File: config.mk
export PLATFORM = sky130hd
export DESIGN_NAME = tile_palette
export DESIGN_NICKNAME = d
export VERILOG_FILES = /design/src/rtl/antfarm_pkg.sv /design/src/rtl/blink_gen.sv /design/src/rtl/tile_palette.sv
export SDC_FILE = /design/constraint.sdc
export NUM_CORES = 1
export LEC_CHECK = 0
export ABC_AREA = 1
export CELL_PAD_IN_SITES_DETAIL_PLACEMENT = 0
export CELL_PAD_IN_SITES_GLOBAL_PLACEMENT = 2
export CORE_UTILIZATION = 40
export CTS_BUF_LIST = sky130_fd_sc_hd__clkbuf_4 sky130_fd_sc_hd__clkbuf_8
export CTS_CLUSTER_SIZE = 10
export DETAILED_ROUTE_END_ITERATION = 8
export GPL_TIMING_DRIVEN = 0
export PLACE_DENSITY = 0.91
export SLEW_MARGIN = 0
export SYNTH_ARGS = -nofsm -noshare
export SYNTH_HDL_FRONTEND = slang
export SYNTH_HIERARCHICAL = 1
export SYNTH_SLANG_ARGS = --single-unit
File: constraint.sdc
create_clock -name clk -period 6.68 [get_ports clk]
set_input_delay 1.336 -clock clk [delete_from_list [all_inputs] [get_ports clk]]
set_output_delay 1.336 -clock clk [all_outputs]
set_load 0.005 [all_outputs]
File: src/rtl/antfarm_pkg.sv
// rtl/antfarm_pkg.sv - shared ant-farm tile codes, default palette and overlay offsets
// Purpose: constants shared by the display path; default_color() gives the
// power-on palette entry for a register index.
// Ports: none (package).
package antfarm_pkg;

    localparam int COLOR_W = 9;

    localparam int TYPE_EMPTY  = 0;
    localparam int TYPE_AIR    = 1;
    localparam int TYPE_DIRT   = 2;
    localparam int TYPE_GROUND = 3;
    localparam int TYPE_QUEEN  = 4;
    localparam int TYPE_WALL   = 5;
    localparam int TYPE_ERROR  = 6;
    localparam int TYPE_TUNNEL = 7;

    localparam logic [COLOR_W-1:0] CLR_EMPTY  = 9'b000_000_000;
    localparam logic [COLOR_W-1:0] CLR_AIR    = 9'b011_010_000;
    localparam logic [COLOR_W-1:0] CLR_DIRT   = 9'b010_000_000;
    localparam logic [COLOR_W-1:0] CLR_GROUND = 9'b011_000_000;
    localparam logic [COLOR_W-1:0] CLR_QUEEN  = 9'b100_000_000;
    localparam logic [COLOR_W-1:0] CLR_WALL   = 9'b110_000_000;
    localparam logic [COLOR_W-1:0] CLR_ERROR  = 9'b111_111_111;
    localparam logic [COLOR_W-1:0] CLR_TUNNEL = 9'b111_000_000;
    localparam logic [COLOR_W-1:0] CLR_ANT    = 9'b111_100_000;
    localparam logic [COLOR_W-1:0] CLR_SUGAR  = 9'b111_010_000;

    // Overlay registers live directly above the type entries.
    localparam int ANT_OFS   = 0;
    localparam int SUGAR_OFS = 1;

    function automatic logic [COLOR_W-1:0] default_color(input int idx, input int num_types);
        logic [COLOR_W-1:0] c;
        c = '0;
        if (idx == num_types + ANT_OFS) begin
            c = CLR_ANT;
        end else if (idx == num_types + SUGAR_OFS) begin
            c = CLR_SUGAR;
        end else begin
            case (idx)
                TYPE_EMPTY:  c = CLR_EMPTY;
                TYPE_AIR:    c = CLR_AIR;
                TYPE_DIRT:   c = CLR_DIRT;
                TYPE_GROUND: c = CLR_GROUND;
                TYPE_QUEEN:  c = CLR_QUEEN;
                TYPE_WALL:   c = CLR_WALL;
                TYPE_ERROR:  c = CLR_ERROR;
                TYPE_TUNNEL: c = CLR_TUNNEL;
                default:     c = '0;
            endcase
        end
        return c;
    endfunction

endpackage

File: src/rtl/blink_gen.sv
// rtl/blink_gen.sv - frame counter and blink phase toggle for error tiles
// Purpose: counts frame_tick pulses 0..BLINK_FRAMES-1 and toggles blink_phase on wrap.
// Ports: clk, rst (async active-high), frame_tick, blink_en in; blink_phase out.
module blink_gen #(
    parameter int BLINK_FRAMES = 30
) (
    input  logic clk,
    input  logic rst,
    input  logic frame_tick,
    input  logic blink_en,
    output logic blink_phase
);

    localparam int CNT_W = (BLINK_FRAMES > 1) ? $clog2(BLINK_FRAMES) : 1;
    localparam logic [CNT_W-1:0] CNT_MAX = CNT_W'(BLINK_FRAMES - 1);

    logic [CNT_W-1:0] cnt_q, cnt_d;
    logic             phase_q, phase_d;

    always_comb begin
        cnt_d   = cnt_q;
        phase_d = phase_q;
        if (!blink_en) begin
            // Disabled: park in a known state so re-enabling starts a fresh half-period.
            cnt_d   = '0;
            phase_d = 1'b0;
        end else if (frame_tick) begin
            if (cnt_q == CNT_MAX) begin
                cnt_d   = '0;
                phase_d = ~phase_q;
            end else begin
                cnt_d = cnt_q + CNT_W'(1);
            end
        end
    end

    always_ff @(posedge clk or posedge rst) begin
        if (rst) begin
            cnt_q   <= '0;
            phase_q <= 1'b0;
        end else begin
            cnt_q   <= cnt_d;
            phase_q <= phase_d;
        end
    end

    assign blink_phase = phase_q;

endmodule

File: src/rtl/tile_palette.sv
// rtl/tile_palette.sv - programmable tile colour lookup with overlays and error blink
// Purpose: 2-stage pipeline turning tile type + ant/sugar flags into RGB333 via a
// writable palette register file.
// Ports: clk, rst (async active-high); frame_tick, blink_en (blink control);
// px_valid/px_type/px_ant/px_sugar (pixel request); wr_en/wr_addr/wr_data (palette
// write) with wr_err pulse; color_valid/color (resolved output).
module tile_palette
    import antfarm_pkg::*;
#(
    parameter int COLOR_W      = antfarm_pkg::COLOR_W,
    parameter int TYPE_W       = 3,
    parameter int BLINK_FRAMES = 30,
    parameter int ERR_TYPE     = 6
) (
    input  logic               clk,
    input  logic               rst,
    input  logic               frame_tick,
    input  logic               blink_en,
    input  logic               px_valid,
    input  logic [TYPE_W-1:0]  px_type,
    input  logic               px_ant,
    input  logic               px_sugar,
    input  logic               wr_en,
    input  logic [TYPE_W:0]    wr_addr,
    input  logic [COLOR_W-1:0] wr_data,
    output logic               wr_err,
    output logic               color_valid,
    output logic [COLOR_W-1:0] color
);

    localparam int NUM_TYPES   = 2 ** TYPE_W;
    localparam int NUM_ENTRIES = NUM_TYPES + 2;
    localparam int ANT_IDX     = NUM_TYPES + ANT_OFS;
    localparam int SUGAR_IDX   = NUM_TYPES + SUGAR_OFS;
    localparam logic [TYPE_W-1:0] ERR_CODE = TYPE_W'(ERR_TYPE);
    localparam logic [TYPE_W:0]   MAX_ADDR = (TYPE_W + 1)'(NUM_TYPES + 1);

    logic [COLOR_W-1:0] palette_q [NUM_ENTRIES];
    logic [COLOR_W-1:0] palette_d [NUM_ENTRIES];
    logic               wr_err_q, wr_err_d;

    logic               s1_valid_q, s1_valid_d;
    logic [TYPE_W-1:0]  s1_type_q, s1_type_d;
    logic               s1_ant_q, s1_ant_d;
    logic               s1_sugar_q, s1_sugar_d;

    logic               color_valid_q, color_valid_d;
    logic [COLOR_W-1:0] color_q, color_d;
    logic [COLOR_W-1:0] resolved;
    logic               blink_phase;

    blink_gen #(
        .BLINK_FRAMES(BLINK_FRAMES)
    ) u_blink_gen (
        .clk        (clk),
        .rst        (rst),
        .frame_tick (frame_tick),
        .blink_en   (blink_en),
        .blink_phase(blink_phase)
    );

    // Palette write port; stage 2 reads palette_q, so a same-cycle write to the
    // entry being looked up is seen only by later pixels.
    always_comb begin
        palette_d = palette_q;
        wr_err_d  = 1'b0;
        if (wr_en) begin
            if (wr_addr <= MAX_ADDR) begin
                palette_d[wr_addr] = wr_data;
            end else begin
                wr_err_d = 1'b1;
            end
        end
    end

    always_comb begin
        s1_valid_d = px_valid;
        s1_type_d  = px_type;
        s1_ant_d   = px_ant;
        s1_sugar_d = px_sugar;
    end

    // Error tiles win over overlays so a faulty cell stays visible under ants.
    always_comb begin
        if (s1_type_q == ERR_CODE) begin
            resolved = blink_phase ? '0 : palette_q[ERR_TYPE];
        end else if (s1_ant_q) begin
            resolved = palette_q[ANT_IDX];
        end else if (s1_sugar_q) begin
            resolved = palette_q[SUGAR_IDX];
        end else begin
            resolved = palette_q[{1'b0, s1_type_q}];
        end
        color_valid_d = s1_valid_q;
        color_d       = s1_valid_q ? resolved : color_q;
    end

    always_ff @(posedge clk or posedge rst) begin
        if (rst) begin
            for (int i = 0; i < NUM_ENTRIES; i++) begin
                palette_q[i] <= COLOR_W'(default_color(i, NUM_TYPES));
            end
            wr_err_q      <= 1'b0;
            s1_valid_q    <= 1'b0;
            s1_type_q     <= '0;
            s1_ant_q      <= 1'b0;
            s1_sugar_q    <= 1'b0;
            color_valid_q <= 1'b0;
            color_q       <= '0;
        end else begin
            palette_q     <= palette_d;
            wr_err_q      <= wr_err_d;
            s1_valid_q    <= s1_valid_d;
            s1_type_q     <= s1_type_d;
            s1_ant_q      <= s1_ant_d;
            s1_sugar_q    <= s1_sugar_d;
            color_valid_q <= color_valid_d;
            color_q       <= color_d;
        end
    end

    assign wr_err      = wr_err_q;
    assign color_valid = color_valid_q;
    assign color       = color_q;

endmodule
==> metrics.yaml, run 1 <==
status: "completed"
synthCells: 674
synth_most_common_cell: "nand2_1"
async_flop_share_pct: 100
cts_tree: "done"
internal-power_mw: 1.38
setup_viol: 0
hp-start: "color_valid_d$_DFF_PP0_"
grtUsageMet3_pct: 6.59
grt_overflow_total: 0
drive_above_1_share_pct: 14.3
clk_pin_slew_worst_paths_ns: 0.07
r2r_slack_ns: 4.78
nets: 753
required_ns: 7.00
fp.dieH_um: 118
cts-root-buf: "clkbuf_8"
synth_edf_count: 0
hold_class: "reg2reg"
dieArea_mm2: 0.0139
synth_compound_area_share_pct: 12.1
seq_area_frac_synth_pct: 53.2
use_met1_pct: 32.1
cp_max_fo: 10
tightest_slew_ns: 0.766
switching_share_pct: 27.9
synth_area_leaders: "dfrtp_1 39%, dfstp_2 14%, nand2_1 13%"
crit_chain: "clkdlybuf4s50_1 -> nand3_4 -> nor3_2 -> buf_6 -> o21ai_0"
timing.hold.ws_ns: 0.372
pin_count: 35
core_mm2: 0.0132
hold_path_depth: 0
wl_per_cell_um: 16.5
use_met2_pct: 36.7
period_minus_slack_ns: 2.74
yosys.area_share.xor_xnor_pct: 0
clkPwrFrac_pct: 35.3
combPwrFrac_pct: 17.3
r2r-start: "s1_type_q[0]$_DFF_PP0_"
ys_ff_latch: 113
synth-simple-area-share_pct: 25.4
h-tree-depth: 4
ir_drop_mv: 0.150
cts_resized: 0
drv_cap: 0
power.density_mw_per_mm2: 300
grt_util_all_layers_pct: 23.9
netSwitchingPower_mw: 0.535
synth_top_family_by_area: "simple AND/OR/NAND/NOR gates"
clk_path_buf_depth: 2
ant_nets: 0
area_delta_synth_final_pct: 18.6
path_delay_family: "buffers and inverters"
dr_total_vias: 4578
maxSlewHeadroom_pct: 48.6
clock.fmax_ghz: 0.365
drc: 0
syn_area_per_cell_um2: 7.99
grt_pass1_vias: 4505
initial_core_util_pct: 40.8
synth_nets: 700
yosysUniqueCellTypes: 32
numPortBuffers: 33
synth_top_cell_by_area: "dfrtp_1"
r2r_cells: 10
max_stage_delay_ns: 0.65
synth.area.mux_share_pct: 0
worst_path_max_delay_cell: "clkdlybuf4s50_1"
rsz0062_at_grt: "false"
worstSetupStartpointType: "primary input"
crit_type: "in2reg"
cts_buffers: 17
grt_max_degree: 74
hold_viol: 0
drt_pass1_iterations: 5
synth_top_cell_area_share_pct: 39.0
fin_tns_setup_ns: 0
antenna_cells: 0
die_w_um: 118
synth_top_flop_cell: "dfrtp_1"
synthAdderAreaFrac_pct: 0.465
worstPathArrival_ns: 3.06
pwr-share-seq_pct: 47.4
worst_r2r_endpoint: "color[5]$_DFFE_PP0P_"
crit_buf_inv: 2
end_kind: "flip-flop"
routed_via_density: 5.00
synth_common_cells: "181 x nand2_1, 84 x dfrtp_1, 83 x inv_1"
holdBufCountCts: 0
drt_iter0_drc: 327
dp_hpwl_um: 10700
wirelength_um: 15200
insertion_delay_ns: 0.44
netlist_area_mm2: 0.00539
rows: 42
postCtsSetupRepairBufs: 0
ys.warnings.count: 6
busiest_layer: "met2"
leakagePower_nw: 2.99
hold_end: "color_valid$_DFF_PP0_"
finalCritPeriodShare_pct: 41.0
finalClockSkew_ns: 0.0108
slew_violations: 0
gp_congestion: 0.805
cts.sinks: 113
antenna_found_initial: 0
grt_pass1_wl_um: 24900
state kept, by name, indices dropped and copies added (netlist names):
name,cells
color,9
color_valid,1
color_valid_d,1
palette_q,90
s1_ant_q,1
s1_sugar_q,1
s1_type_q,3
u_blink_gen/blink_phase,1
u_blink_gen/cnt_q,5
wr_err,1
area by class of cell:
cell class	count	area (µm²)
fill	1304	6800
clock inverter	5	75.1
sequential	113	2860
inverter	93	352
timing repair buffer	34	358
buffer	26	125
tap	176	220
clock buffer	27	347
multi-input combinational	442	2050
worst max-delay path by stage:
stage	start	to	slack [ns]	cells past startpoint
after floorplan	rst	color[0]$_DFFE_PP0P_	2.57	1
after global placement	rst	s1_type_q[0]$_DFF_PP0_	0.92	2
after detailed placement	wr_addr[2]	palette_q[48]$_DFFE_PP0P_	3.47	5
after CTS	wr_addr[2]	palette_q[46]$_DFFE_PP0P_	3.95	5
after global routing	wr_addr[0]	palette_q[36]$_DFFE_PP0P_	3.83	8
final	wr_addr[2]	palette_q[49]$_DFFE_PP0P_	3.94	5
power groups by stage:
stage	Sequential [mW]	Combinational [mW]	Clock [mW]
after detailed placement	0.918	0.332	0
final	0.908	0.331	0.675
after global placement	0.914	0.322	0
after floorplan	0.899	0.223	0
after CTS	0.908	0.333	0.691
after global routing	0.925	0.383	0.724
cell families after synthesis:
kind of cell,count (synthesis)
buffers and inverters,119
AO/OA/AOI/OAI,128
adder cells (fa/ha/maj),2
flip-flops,113
AND/OR/NAND/NOR,312
through the flow:
| stage | std cells | setup slack, ns | total power [mW] | util [%] | cell area, µm² |
|---|---|---|---|---|---|
| after detailed placement | 884 | 3.47 | 1.25 | 45.2 | 5970 |
| after global placement | 883 | 0.922 | 1.24 | 45.0 | 5940 |
| after global routing | 916 | 3.83 | 2.03 | 48.4 | 6390 |
| after floorplan | 674 | 2.57 | 1.12 | - | 5390 |
| final | 916 | 3.94 | 1.91 | 48.4 | 6390 |
| after CTS | 916 | 3.95 | 1.93 | 48.4 | 6390 |
worst reg2reg max path, delay by kind of cell, from the launching register on:
family	cells	cell delay, ns
flops	1	0.36
compound gates	1	0.07
simple gates	6	0.59
buf+inv	3	0.77
cell usage in the layout, fill, tap and decap left out, types with 2 or more instances in the layout:
cell,Yosys,routed
inv_2,6,6
nand3_2,2,2
clkdlybuf4s50_1,0,33
ha_1,2,2
o21ai_2,2,2
dfrtp_1,84,84
bufinv_16,0,2
or2_2,9,9
clkbuf_2,3,3
clkbuf_8,0,23
nand2_1,181,181
clkinv_2,0,3
buf_1,2,2
nand4_1,2,2
clkbuf_4,0,4
inv_1,83,82
buf_2,4,4
nor2_1,44,44
nand3_1,60,60
clkbuf_1,14,14
nand2_2,2,2
dfstp_2,29,29
clkinv_1,4,4
buf_6,2,2
a21oi_1,45,45
nor2_2,5,5
o21ai_0,78,78
o21ai_1,2,2
layer usage:
layer,wire length [µm],vias to the layer above
met3,747,21
met2,7010,111
li1,-,2242
met5,0,-
met1,7030,2204
met4,365,0
Note: power is estimated with default switching activity, not from simulation.
==> inputs of run 2 (changes only) <==
--- a/config.mk
+++ b/config.mk
@@ -8,12 +8,12 @@
 export ABC_AREA = 1
 export CELL_PAD_IN_SITES_DETAIL_PLACEMENT = 0
 export CELL_PAD_IN_SITES_GLOBAL_PLACEMENT = 2
-export CORE_UTILIZATION = 40
+export CORE_UTILIZATION = 33
 export CTS_BUF_LIST = sky130_fd_sc_hd__clkbuf_4 sky130_fd_sc_hd__clkbuf_8
 export CTS_CLUSTER_SIZE = 10
 export DETAILED_ROUTE_END_ITERATION = 8
 export GPL_TIMING_DRIVEN = 0
-export PLACE_DENSITY = 0.91
+export PLACE_DENSITY = 0.81
 export SLEW_MARGIN = 0
 export SYNTH_ARGS = -nofsm -noshare
 export SYNTH_HDL_FRONTEND = slang
==> constraint.sdc (replaced) <==
create_clock -name clk -period 2.3 [get_ports clk]
set_input_delay 0.46 -clock clk [delete_from_list [all_inputs] [get_ports clk]]
set_output_delay 0.46 -clock clk [all_outputs]
set_load 0.005 [all_outputs]
==> run 2 against run 1 <==
Against the previous run:
- count of clock-buffer cells in the layout is 4 lower
- worst hold slack worse by 0.048 ns
- sequential cell count stayed put
- clock power grew to 3.1 times the previous value
- via count is 0.85% lower
- global-route usage is 3.5 points lower
- power grew to 3.0 times the previous value
- sequential share of layout area is 0.73 points lower
- worst setup slack worse by 3.6 ns
- first-iteration DRC count is 8.0% higher
- largest power group unchanged
==> metrics.yaml, run 2 (synthesis results as in run 1) <==
status: "completed"
finalClockSkew_ns: 0.0116
setup_viol: 0
dieArea_mm2: 0.0168
hold_class: "in2async"
ir_drop_mv: 0.350
clkPwrFrac_pct: 36.6
fp.dieH_um: 130
power.density_mw_per_mm2: 876
layout_commonest_cell: "nand2_1"
drc: 0
combPwrFrac_pct: 17.1
drt_iter0_drc: 353
clk_path_buf_depth: 2
crit_chain: "buf_2 -> inv_2 -> clkbuf_1 -> nand2_1 -> nand3_1 -> nand3_1 -> nand3_1 -> nand2_1 -> nand2_1 -> a21oi_1"
nets: 755
h-tree-depth: 4
dp_hpwl_um: 11300
gp_congestion: 0.813
pin_count: 35
netSwitchingPower_mw: 1.62
finalCritPeriodShare_pct: 86.9
crit_type: "reg2reg"
dr_total_vias: 4539
clk_pin_slew_worst_paths_ns: 0.07
pwr-share-seq_pct: 46.4
required_ns: 2.63
grt_pass1_vias: 4500
cts_resized: 0
slew_violations: 0
holdBufCountCts: 0
numPortBuffers: 33
ant_nets: 0
path_delay_family: "buffers and inverters"
largest_reg_flops: 90
postCtsSetupRepairBufs: 0
mostFrequentLayoutCells: "181 x nand2_1, 84 x dfrtp_1, 82 x inv_1"
antenna_cells: 0
clock.fmax_ghz: 0.500
routed_via_density: 4.74
drt_pass1_iterations: 5
insertion_delay_ns: 0.45
cts.sinks: 113
cts_buffers: 17
crit_buf_inv: 3
fin_ws_ns: 0.301
hold_viol: 0
maxSlewHeadroom_pct: 48.5
pre_cts_slack_ns: -0.0738
grt_overflow_total: 0
cts-root-buf: "clkbuf_8"
rows: 46
tightest_slew_ns: 0.769
grt_util_all_layers_pct: 20.5
antenna_found_initial: 0
rsz0062_at_grt: "false"
largest-register: "palette_q"
end_kind: "flip-flop"
drv_cap: 0
core_mm2: 0.0159
grt_max_degree: 31
total_power_mw: 5.69
initial_core_util_pct: 33.9
die_w_um: 130
grt_pass1_wl_um: 25000
internal-power_mw: 4.07
switching_share_pct: 28.4
period_minus_slack_ns: 2.00
drive_above_1_share_pct: 14.6
worstPathArrival_ns: 2.33
cp_max_fo: 10
max_stage_delay_ns: 0.42
leakagePower_nw: 3.01
cts_tree: "done"
worst_path_max_delay_cell: "clkbuf_1"
wirelength_um: 15600
worstSetupStartpointType: "flip-flop"
wl_per_cell_um: 16.3
area_delta_synth_final_pct: 20.6
==> run 2: cell count changes in the layout (fill, tap and decap cells not counted), sizes merged <==
cell	delta
buf	+2
clkinv	+2
inv	-1
clkbuf	-4
bufinv	+1
clkinvlp	+2
==> run 2: path summary, 6_finish.rpt <==
check / start / endpoint / slack (ns) / cells after the start
hold reg to reg: color_valid_d$_DFF_PP0_ / color_valid$_DFF_PP0_ / 0.37 / 0
hold / removal: rst / u_blink_gen/cnt_q[1]$_DFFE_PP0P_ / 0.32 / 2
setup / recovery: s1_type_q[0]$_DFF_PP0_ / color[7]$_DFFE_PP0P_ / 0.30 / 10
min in group clk: color_valid_d$_DFF_PP0_ / color_valid$_DFF_PP0_ / 0.37 / 0
setup reg to reg: s1_type_q[0]$_DFF_PP0_ / color[7]$_DFFE_PP0P_ / 0.30 / 10
max in group asynchronous: rst / palette_q[76]$_DFFE_PP1P_ / 1.02 / 4
==> run 2: final cells by class <==
cell class                 count  area, µm²
inverter                      93        353
clock buffer                  23        317
timing repair buffer          36        390
fill                        1641       9390
multi-input combinational    442       2050
sequential                   113       2860
clock inverter                 9        126
tap                          216        270
buffer                        26        125
==> run 2: power groups by stage <==
stage / clock (mW) / sequential, mW / combinational (mW)
2_1_floorplan: 0 / 2.61 / 0.649
3_5_place_dp: 0 / 2.67 / 0.975
4_1_cts: 2.12 / 2.64 / 0.981
6_report: 2.08 / 2.64 / 0.970
5_1_grt: 2.22 / 2.68 / 1.12
3_3_place_gp: 0 / 2.66 / 0.943
==> run 2: stage by stage <==
stage | utilization [%] | cell area (µm²) | TNS, ns | hold WS (ns) | std cells
floorplan | - | 5390 | 0 | 0.251 | 674
global placement | 37.7 | 5990 | -46.15 | 0.357 | 923
detailed placement | 38.1 | 6050 | -0.516 | 0.362 | 926
CTS | 40.9 | 6490 | 0 | 0.313 | 958
global route | 40.9 | 6490 | 0 | 0.326 | 958
finish | 40.9 | 6490 | 0 | 0.324 | 958
==> run 2: layer usage <==
metal	part of all wire, %	wire (µm)	track usage (%)
met1	46	7210	26.5
met4	3.0	463	8.82
met2	47	7280	32.6
met5	0	0	0
met3	4.4	681	5.29
